**src/rtl/wb_regfile_if.sv**
```systemverilog
// W-stage bundle into the write-back register file, plus decode read ports and retire count.
// Carries no state of its own; all outputs are produced by the slave side.
// No handshake: every field is qualified by RegWriteW/ValidW and is consumed each cycle.
interface wb_regfile_if #(
   parameter int XLEN  = 32,
   parameter int CNT_W = 64
);
   // MEM/WB pipeline bundle
   logic [XLEN-1:0]  ReadDataW;
   logic [XLEN-1:0]  ALUResultW;
   logic [XLEN-1:0]  PC_PLUS4W;
   logic [4:0]       Reg_destW;
   logic             RegWriteW;
   logic [1:0]       ResultSrcW;
   logic             ValidW;

   // decode-stage read ports
   logic [4:0]       A1D;
   logic [4:0]       A2D;
   logic [XLEN-1:0]  RD1D;
   logic [XLEN-1:0]  RD2D;

   // forwarding value and retire count
   logic [XLEN-1:0]  ResultW;
   logic [CNT_W-1:0] InstRetW;

   modport master (
      output ReadDataW, ALUResultW, PC_PLUS4W, Reg_destW, RegWriteW, ResultSrcW, ValidW,
      output A1D, A2D,
      input  RD1D, RD2D, ResultW, InstRetW
   );

   modport slave (
      input  ReadDataW, ALUResultW, PC_PLUS4W, Reg_destW, RegWriteW, ResultSrcW, ValidW,
      input  A1D, A2D,
      output RD1D, RD2D, ResultW, InstRetW
   );
endinterface

```
**src/rtl/wb_regfile.sv**
```systemverilog
// Write-back stage: result select, 32-entry register file (x0 hardwired), two bypassed read ports, retire counter.
// Latency: ResultW/RD1D/RD2D combinational; register commit and InstRetW update one cycle after the W-stage inputs.
// No backpressure: a write or retire is taken every cycle it is presented; rst wins over both.
module wb_regfile #(
   parameter int XLEN  = 32,
   parameter int CNT_W = 64
) (
   input logic          clk,
   input logic          rst,
   wb_regfile_if.slave  bus
);

   // Entry 0 is not stored at all; reads of x0 are forced to zero below.
   logic [XLEN-1:0]  regs [1:31];
   logic [XLEN-1:0]  result;
   logic [XLEN-1:0]  rd1;
   logic [XLEN-1:0]  rd2;
   logic             wr_en;
   logic [CNT_W-1:0] inst_ret_q;

   // Result select; the reserved encoding falls back to the ALU result.
   always_comb begin
      result = bus.ALUResultW;
      case (bus.ResultSrcW)
         2'b01:   result = bus.ReadDataW;
         2'b10:   result = bus.PC_PLUS4W;
         default: result = bus.ALUResultW;
      endcase
   end

   // A write to x0 is dropped here so neither storage nor bypass ever sees it.
   always_comb begin
      wr_en = bus.RegWriteW && (bus.Reg_destW != 5'd0);
   end

   // Storage update; reset clears every entry and overrides a same-cycle write.
   always_ff @(posedge clk) begin
      if (rst) begin
         for (int i = 1; i < 32; i++) begin
            regs[i] <= '0;
         end
      end else if (wr_en) begin
         regs[bus.Reg_destW] <= result;
      end
   end

   // Read port 1: x0 is zero, then write-first bypass, then stored value.
   always_comb begin
      rd1 = '0;
      if (bus.A1D == 5'd0) begin
         rd1 = '0;
      end else if (wr_en && (bus.Reg_destW == bus.A1D)) begin
         rd1 = result;
      end else begin
         rd1 = regs[bus.A1D];
      end
   end

   // Read port 2: same priority as port 1, fully independent address.
   always_comb begin
      rd2 = '0;
      if (bus.A2D == 5'd0) begin
         rd2 = '0;
      end else if (wr_en && (bus.Reg_destW == bus.A2D)) begin
         rd2 = result;
      end else begin
         rd2 = regs[bus.A2D];
      end
   end

   // Retire counter; free-running wrap, reset overrides a same-cycle increment.
   always_ff @(posedge clk) begin
      if (rst) begin
         inst_ret_q <= '0;
      end else if (bus.ValidW) begin
         inst_ret_q <= inst_ret_q + {{(CNT_W-1){1'b0}}, 1'b1};
      end
   end

   assign bus.ResultW  = result;
   assign bus.RD1D     = rd1;
   assign bus.RD2D     = rd2;
   assign bus.InstRetW = inst_ret_q;

endmodule

```
**src/flat_wrapper.sv**
```systemverilog
// flat-port wrapper written by rule: the top's interface ports become plain ports
module wb_regfile_flat 
#(
   parameter int XLEN  = 32,
   parameter int CNT_W = 64
)
  (clk, rst, bus_ReadDataW, bus_ALUResultW, bus_PC_PLUS4W, bus_Reg_destW, bus_RegWriteW, bus_ResultSrcW, bus_ValidW, bus_A1D, bus_A2D, bus_RD1D, bus_RD2D, bus_ResultW, bus_InstRetW);
  wb_regfile_if #(.XLEN(XLEN), .CNT_W(CNT_W)) bus_i ();
  input logic clk;
  input logic rst;
  input wire logic [$bits(bus_i.ReadDataW)-1:0] bus_ReadDataW;
  input wire logic [$bits(bus_i.ALUResultW)-1:0] bus_ALUResultW;
  input wire logic [$bits(bus_i.PC_PLUS4W)-1:0] bus_PC_PLUS4W;
  input wire logic [$bits(bus_i.Reg_destW)-1:0] bus_Reg_destW;
  input wire logic [$bits(bus_i.RegWriteW)-1:0] bus_RegWriteW;
  input wire logic [$bits(bus_i.ResultSrcW)-1:0] bus_ResultSrcW;
  input wire logic [$bits(bus_i.ValidW)-1:0] bus_ValidW;
  input wire logic [$bits(bus_i.A1D)-1:0] bus_A1D;
  input wire logic [$bits(bus_i.A2D)-1:0] bus_A2D;
  output wire logic [$bits(bus_i.RD1D)-1:0] bus_RD1D;
  output wire logic [$bits(bus_i.RD2D)-1:0] bus_RD2D;
  output wire logic [$bits(bus_i.ResultW)-1:0] bus_ResultW;
  output wire logic [$bits(bus_i.InstRetW)-1:0] bus_InstRetW;
  assign bus_i.ReadDataW = bus_ReadDataW;
  assign bus_i.ALUResultW = bus_ALUResultW;
  assign bus_i.PC_PLUS4W = bus_PC_PLUS4W;
  assign bus_i.Reg_destW = bus_Reg_destW;
  assign bus_i.RegWriteW = bus_RegWriteW;
  assign bus_i.ResultSrcW = bus_ResultSrcW;
  assign bus_i.ValidW = bus_ValidW;
  assign bus_i.A1D = bus_A1D;
  assign bus_i.A2D = bus_A2D;
  assign bus_RD1D = bus_i.RD1D;
  assign bus_RD2D = bus_i.RD2D;
  assign bus_ResultW = bus_i.ResultW;
  assign bus_InstRetW = bus_i.InstRetW;
  wb_regfile #(.XLEN(XLEN), .CNT_W(CNT_W)) u_core (.clk(clk), .rst(rst), .bus(bus_i));
endmodule
```
**config.mk**
```make
export PLATFORM = sky130hd
export DESIGN_NAME = wb_regfile_flat
export DESIGN_NICKNAME = d
export VERILOG_FILES = /design/src/rtl/wb_regfile_if.sv /design/src/rtl/wb_regfile.sv /design/src/flat_wrapper.sv
export SDC_FILE = /design/constraint.sdc
export NUM_CORES = 2
export LEC_CHECK = 0
export CORE_UTILIZATION = 60
export CTS_BUF_LIST = sky130_fd_sc_hd__clkbuf_8
export DETAILED_ROUTE_END_ITERATION = 16
export PLACE_DENSITY = 0.79
export SLEW_MARGIN = 20
export SYNTH_ARGS = -nofsm -noshare
export SYNTH_HDL_FRONTEND = slang
export SYNTH_SLANG_ARGS = --single-unit
```
**constraint.sdc**
```tcl
create_clock -name clk -period 3.6 [get_ports clk]
set_input_delay 0.72 -clock clk [delete_from_list [all_inputs] [get_ports clk]]
set_output_delay 0.72 -clock clk [all_outputs]
set_load 0.01 [all_outputs]
```
==> flow_summary.json <==
{
  "outcome": "finished, violations left",
  "violations": "negative setup slack",
  "crit_arrival_ps": 3020,
  "cp_common_cell": "mux4_2",
  "initial_core_util_pct": 60.6,
  "synth-edff-count": 1024,
  "hold_end": "u_core.bus.InstRetW[63]",
  "hold_start": "u_core.bus.InstRetW[63]",
  "register_area_um2": 32000,
  "final_util_pct": 75.2,
  "rows": 112,
  "tightest_slew_ps": 822,
  "rr_worst_depth": 6,
  "die_x_um": 309,
  "ir_drop_v": 0.000295,
  "grt_pass1_vias": 46700,
  "grt.total_usage_pct": 44.7,
  "power_frac_seq_pct": 48.7,
  "fin_setup_tns_ps": -839,
  "design.die.area_um2": 95500,
  "finalHoldViolations": 0,
  "skew_ps": 15.5,
  "ys_seq_area_share_pct": 56.6,
  "cts_tree": "built",
  "multi_input_area_um2": 23600,
  "antenna_found_initial": 10,
  "timing.critical_path.buf_inv": 1,
  "pre_cts_slack_ps": -925,
  "core_area_um2": 93300,
  "fin_nets": 5064,
  "postCtsHoldBufs": 0,
  "pwr-share-clk_pct": 32.4,
  "routed_via_density": 7.36,
  "netlist.area_leader.share_pct": 54.4,
  "stdcell_count": 6332,
  "critical_path.max_stage_delay_ps": 630,
  "ys_ff_latch": 1088,
  "clk-insertion-delay-late_ps": 870,
  "cts-root-buf": "clkbuf_8",
  "ff2ff_setup_slack_ps": 1170,
  "p_comb_share_pct": 18.9,
  "crit_fanout": 2,
  "yosys.cell_count.top_type": "nor2_1",
  "syn2layout_area_growth_pct": 24.1,
  "yosys_warnings": 0,
  "setup_violations": 19,
  "fp.dieH_um": 309,
  "grt_max_degree": 65,
  "post_drt_wl_per_cell_um": 33.9,
  "htree_levels": 4,
  "drt_iter0_drc": 8991,
  "rsz0062_at_grt": "true",
  "placed_cells": 5931,
  "grt_overflow": 0,
  "ant_nets": 0,
  "slowest_stage": "mux4_2",
  "internal_power_mw": 21.9,
  "boundaryPins": 277,
  "synth_area_leaders": "edfxtp_1 54%, mux4_2 18%, nor2_1 7.4%",
  "syn_inst": 4221,
  "cts_buffers": 170,
  "rr_endpoint": "u_core.bus.InstRetW[62]",
  "ys_top_cells_by_count": "1119 x nor2_1, 1024 x edfxtp_1, 457 x mux4_2, 312 x clkbuf_1, 225 x mux2i_1",
  "place_area_um2": 65000,
  "async_flop_share_pct": 0,
  "syn-cell-area_um2": 56600,
  "worstPathCellList": "mux4_2 > mux4_2 > a221oi_2 > a21oi_2 > buf_2",
  "period_share_pct": 104,
  "fmaxAchievable_ghz": 0.268,
  "p_switching_mw": 8.67,
  "fill_cells": 5307,
  "cp_top_family": "multiplexers",
  "syn_avg_cell_area_um2": 13.4,
  "worst_setup_path_end_kind": "output port",
  "cts_sinks": 1088,
  "path_clk_slew_ps": 70,
  "post-synth-top-area-cell": "edfxtp_1",
  "layout-drive-gt1-share_pct": 32.4,
  "finalMaxSlewViolations": 0,
  "max-cap-violations": 0,
  "holdPathStages": 2,
  "final_cell_area_um2": 70200,
  "required_ps": 2880,
  "r2r_start": "u_core.bus.InstRetW[24]",
  "port-buffer-count": 276,
  "start_kind": "flop",
  "place_hpwl_um": 131000,
  "hold_class": "reg -> reg",
  "leakage_nw": 25.5,
  "p_sw_share_pct": 28.3,
  "worst_slack_ps": -138,
  "ys.flop_type": "edfxtp_1",
  "firstDrtPassIters": 12,
  "powerDensity_nw_per_um2": 436,
  "relSlewSlack_pct": 45.2,
  "vias": 46600,
  "worstSetupPathType": "reg -> out",
  "layout_min_cycle_time_ps": 3740,
  "grt_first_pass_wirelength_um": 302000,
  "place.gp.congestion": 0.972,
  "clockBufferDepth": 3,
  "drcViolationCount": 0,
  "drt-total-wl_um": 215000,
  "ys_types": 58
}
-- cell type report --
type / count / area share, %
inverter: 40 / 0.214
tap: 1254 / 2.24
clock buffer: 184 / 3.61
antenna: 2 / 0.00713
multi-input combinational: 2690 / 33.7
clock inverter: 120 / 0.820
timing repair buffer: 954 / 13.8
sequential: 1088 / 45.6
-- power by group through the flow --
| stage | clock network (mW) | logic (mW) | registers, mW |
|---|---|---|---|
| finish | 9.91 | 5.79 | 14.9 |
| global route | 10.3 | 5.83 | 14.9 |
| CTS | 9.76 | 5.38 | 14.9 |
| detailed placement | 0 | 5.13 | 15.1 |
| global placement | 0 | 5.06 | 15.0 |
| floorplan | 0 | 2.70 | 15.0 |
-- flip-flops by register name (all words and copies together) (netlist names) --
name                 cells
u_core.regs           1024
u_core.bus.InstRetW     64
-- worst max-delay path by stage --
stage,startpoint,endpoint,slack (ps),depth (start not counted)
floorplan,bus_A2D[0],bus_RD2D[18],410,7
global placement,bus_Reg_destW[4],bus_RD1D[14],-930,11
detailed placement,bus_Reg_destW[4],bus_RD1D[14],-920,11
CTS,bus_A1D[0],bus_RD1D[14],-180,9
global route,u_core.regs[27][31],bus_RD1D[31],-140,5
finish,u_core.regs[27][31],bus_RD1D[31],-140,5
-- stage by stage --
stage | hold slack, ps | power, mW
after detailed placement | 503 | 20.2
after global routing | 560 | 31.1
after CTS | 512 | 30.0
after floorplan | 511 | 17.7
after global placement | 477 | 20.1
final | 524 | 30.6
-- metal layers --
metal  routed length, µm  vias to the layer above  track usage [%]
met1               61900                    22100             51.4
li1                    -                    17500                -
met2               92200                     5459             65.3
met5                 271                        -            0.455
met3               40900                     1560             21.8
met4               19500                       18             32.0
-- cells by family (layout without fill, tap and decap cells) --
logic type / after synthesis / in the layout / share of synthesized area, %
flops: 1088 / 1088 / 56.6
mux: 683 / 683 / 22.2
buf+inv: 474 / 1298 / 3.90
other cells: 1 / 34 / 0.00663
fa+ha+maj: 3 / 3 / 0.0664
xor+xnor: 71 / 71 / 1.10
simple gates: 1440 / 1440 / 10.6
compound gates: 461 / 461 / 5.55
-- placed cells by master (no fill, tap or decap), types with 27 or more instances in the layout --
| master | count |
|---|---|
| clkbuf_8 | 184 |
| clkdlybuf4s50_1 | 185 |
| buf_12 | 109 |
| edfxtp_1 | 1024 |
| a21oi_2 | 42 |
| dfxtp_1 | 64 |
| mux2i_1 | 224 |
| conb_1 | 32 |
| clkinv_1 | 47 |
| a221oi_1 | 58 |
| nor2_1 | 1111 |
| a221oi_2 | 27 |
| mux4_2 | 457 |
| nand2b_2 | 31 |
| dlygate4sd2_1 | 27 |
| nor2b_1 | 34 |
| inv_1 | 87 |
| buf_4 | 514 |
| nand3_1 | 46 |
| a22oi_1 | 62 |
| buf_6 | 34 |
| a21oi_1 | 50 |
| o21ai_0 | 34 |
| nand2_1 | 75 |
| a211oi_1 | 38 |
| xor2_1 | 52 |
-- repair_timing --
item	4_1_cts	5_1_grt
endpoints found under the hold margin	0	0
resized for setup	335	136
endpoints found under the setup margin	85	77
pin swaps	32	42
cloned	12	1
setup buffers	65	26
-- worst register-to-register path, delay by kind of cell, from the launching register on --
family | cells | cell delay, ps
AND/OR/NAND/NOR | 5 | 1680
flip-flops | 1 | 420
XOR/XNOR | 1 | 200
Power figures use the tool's default switching activity.
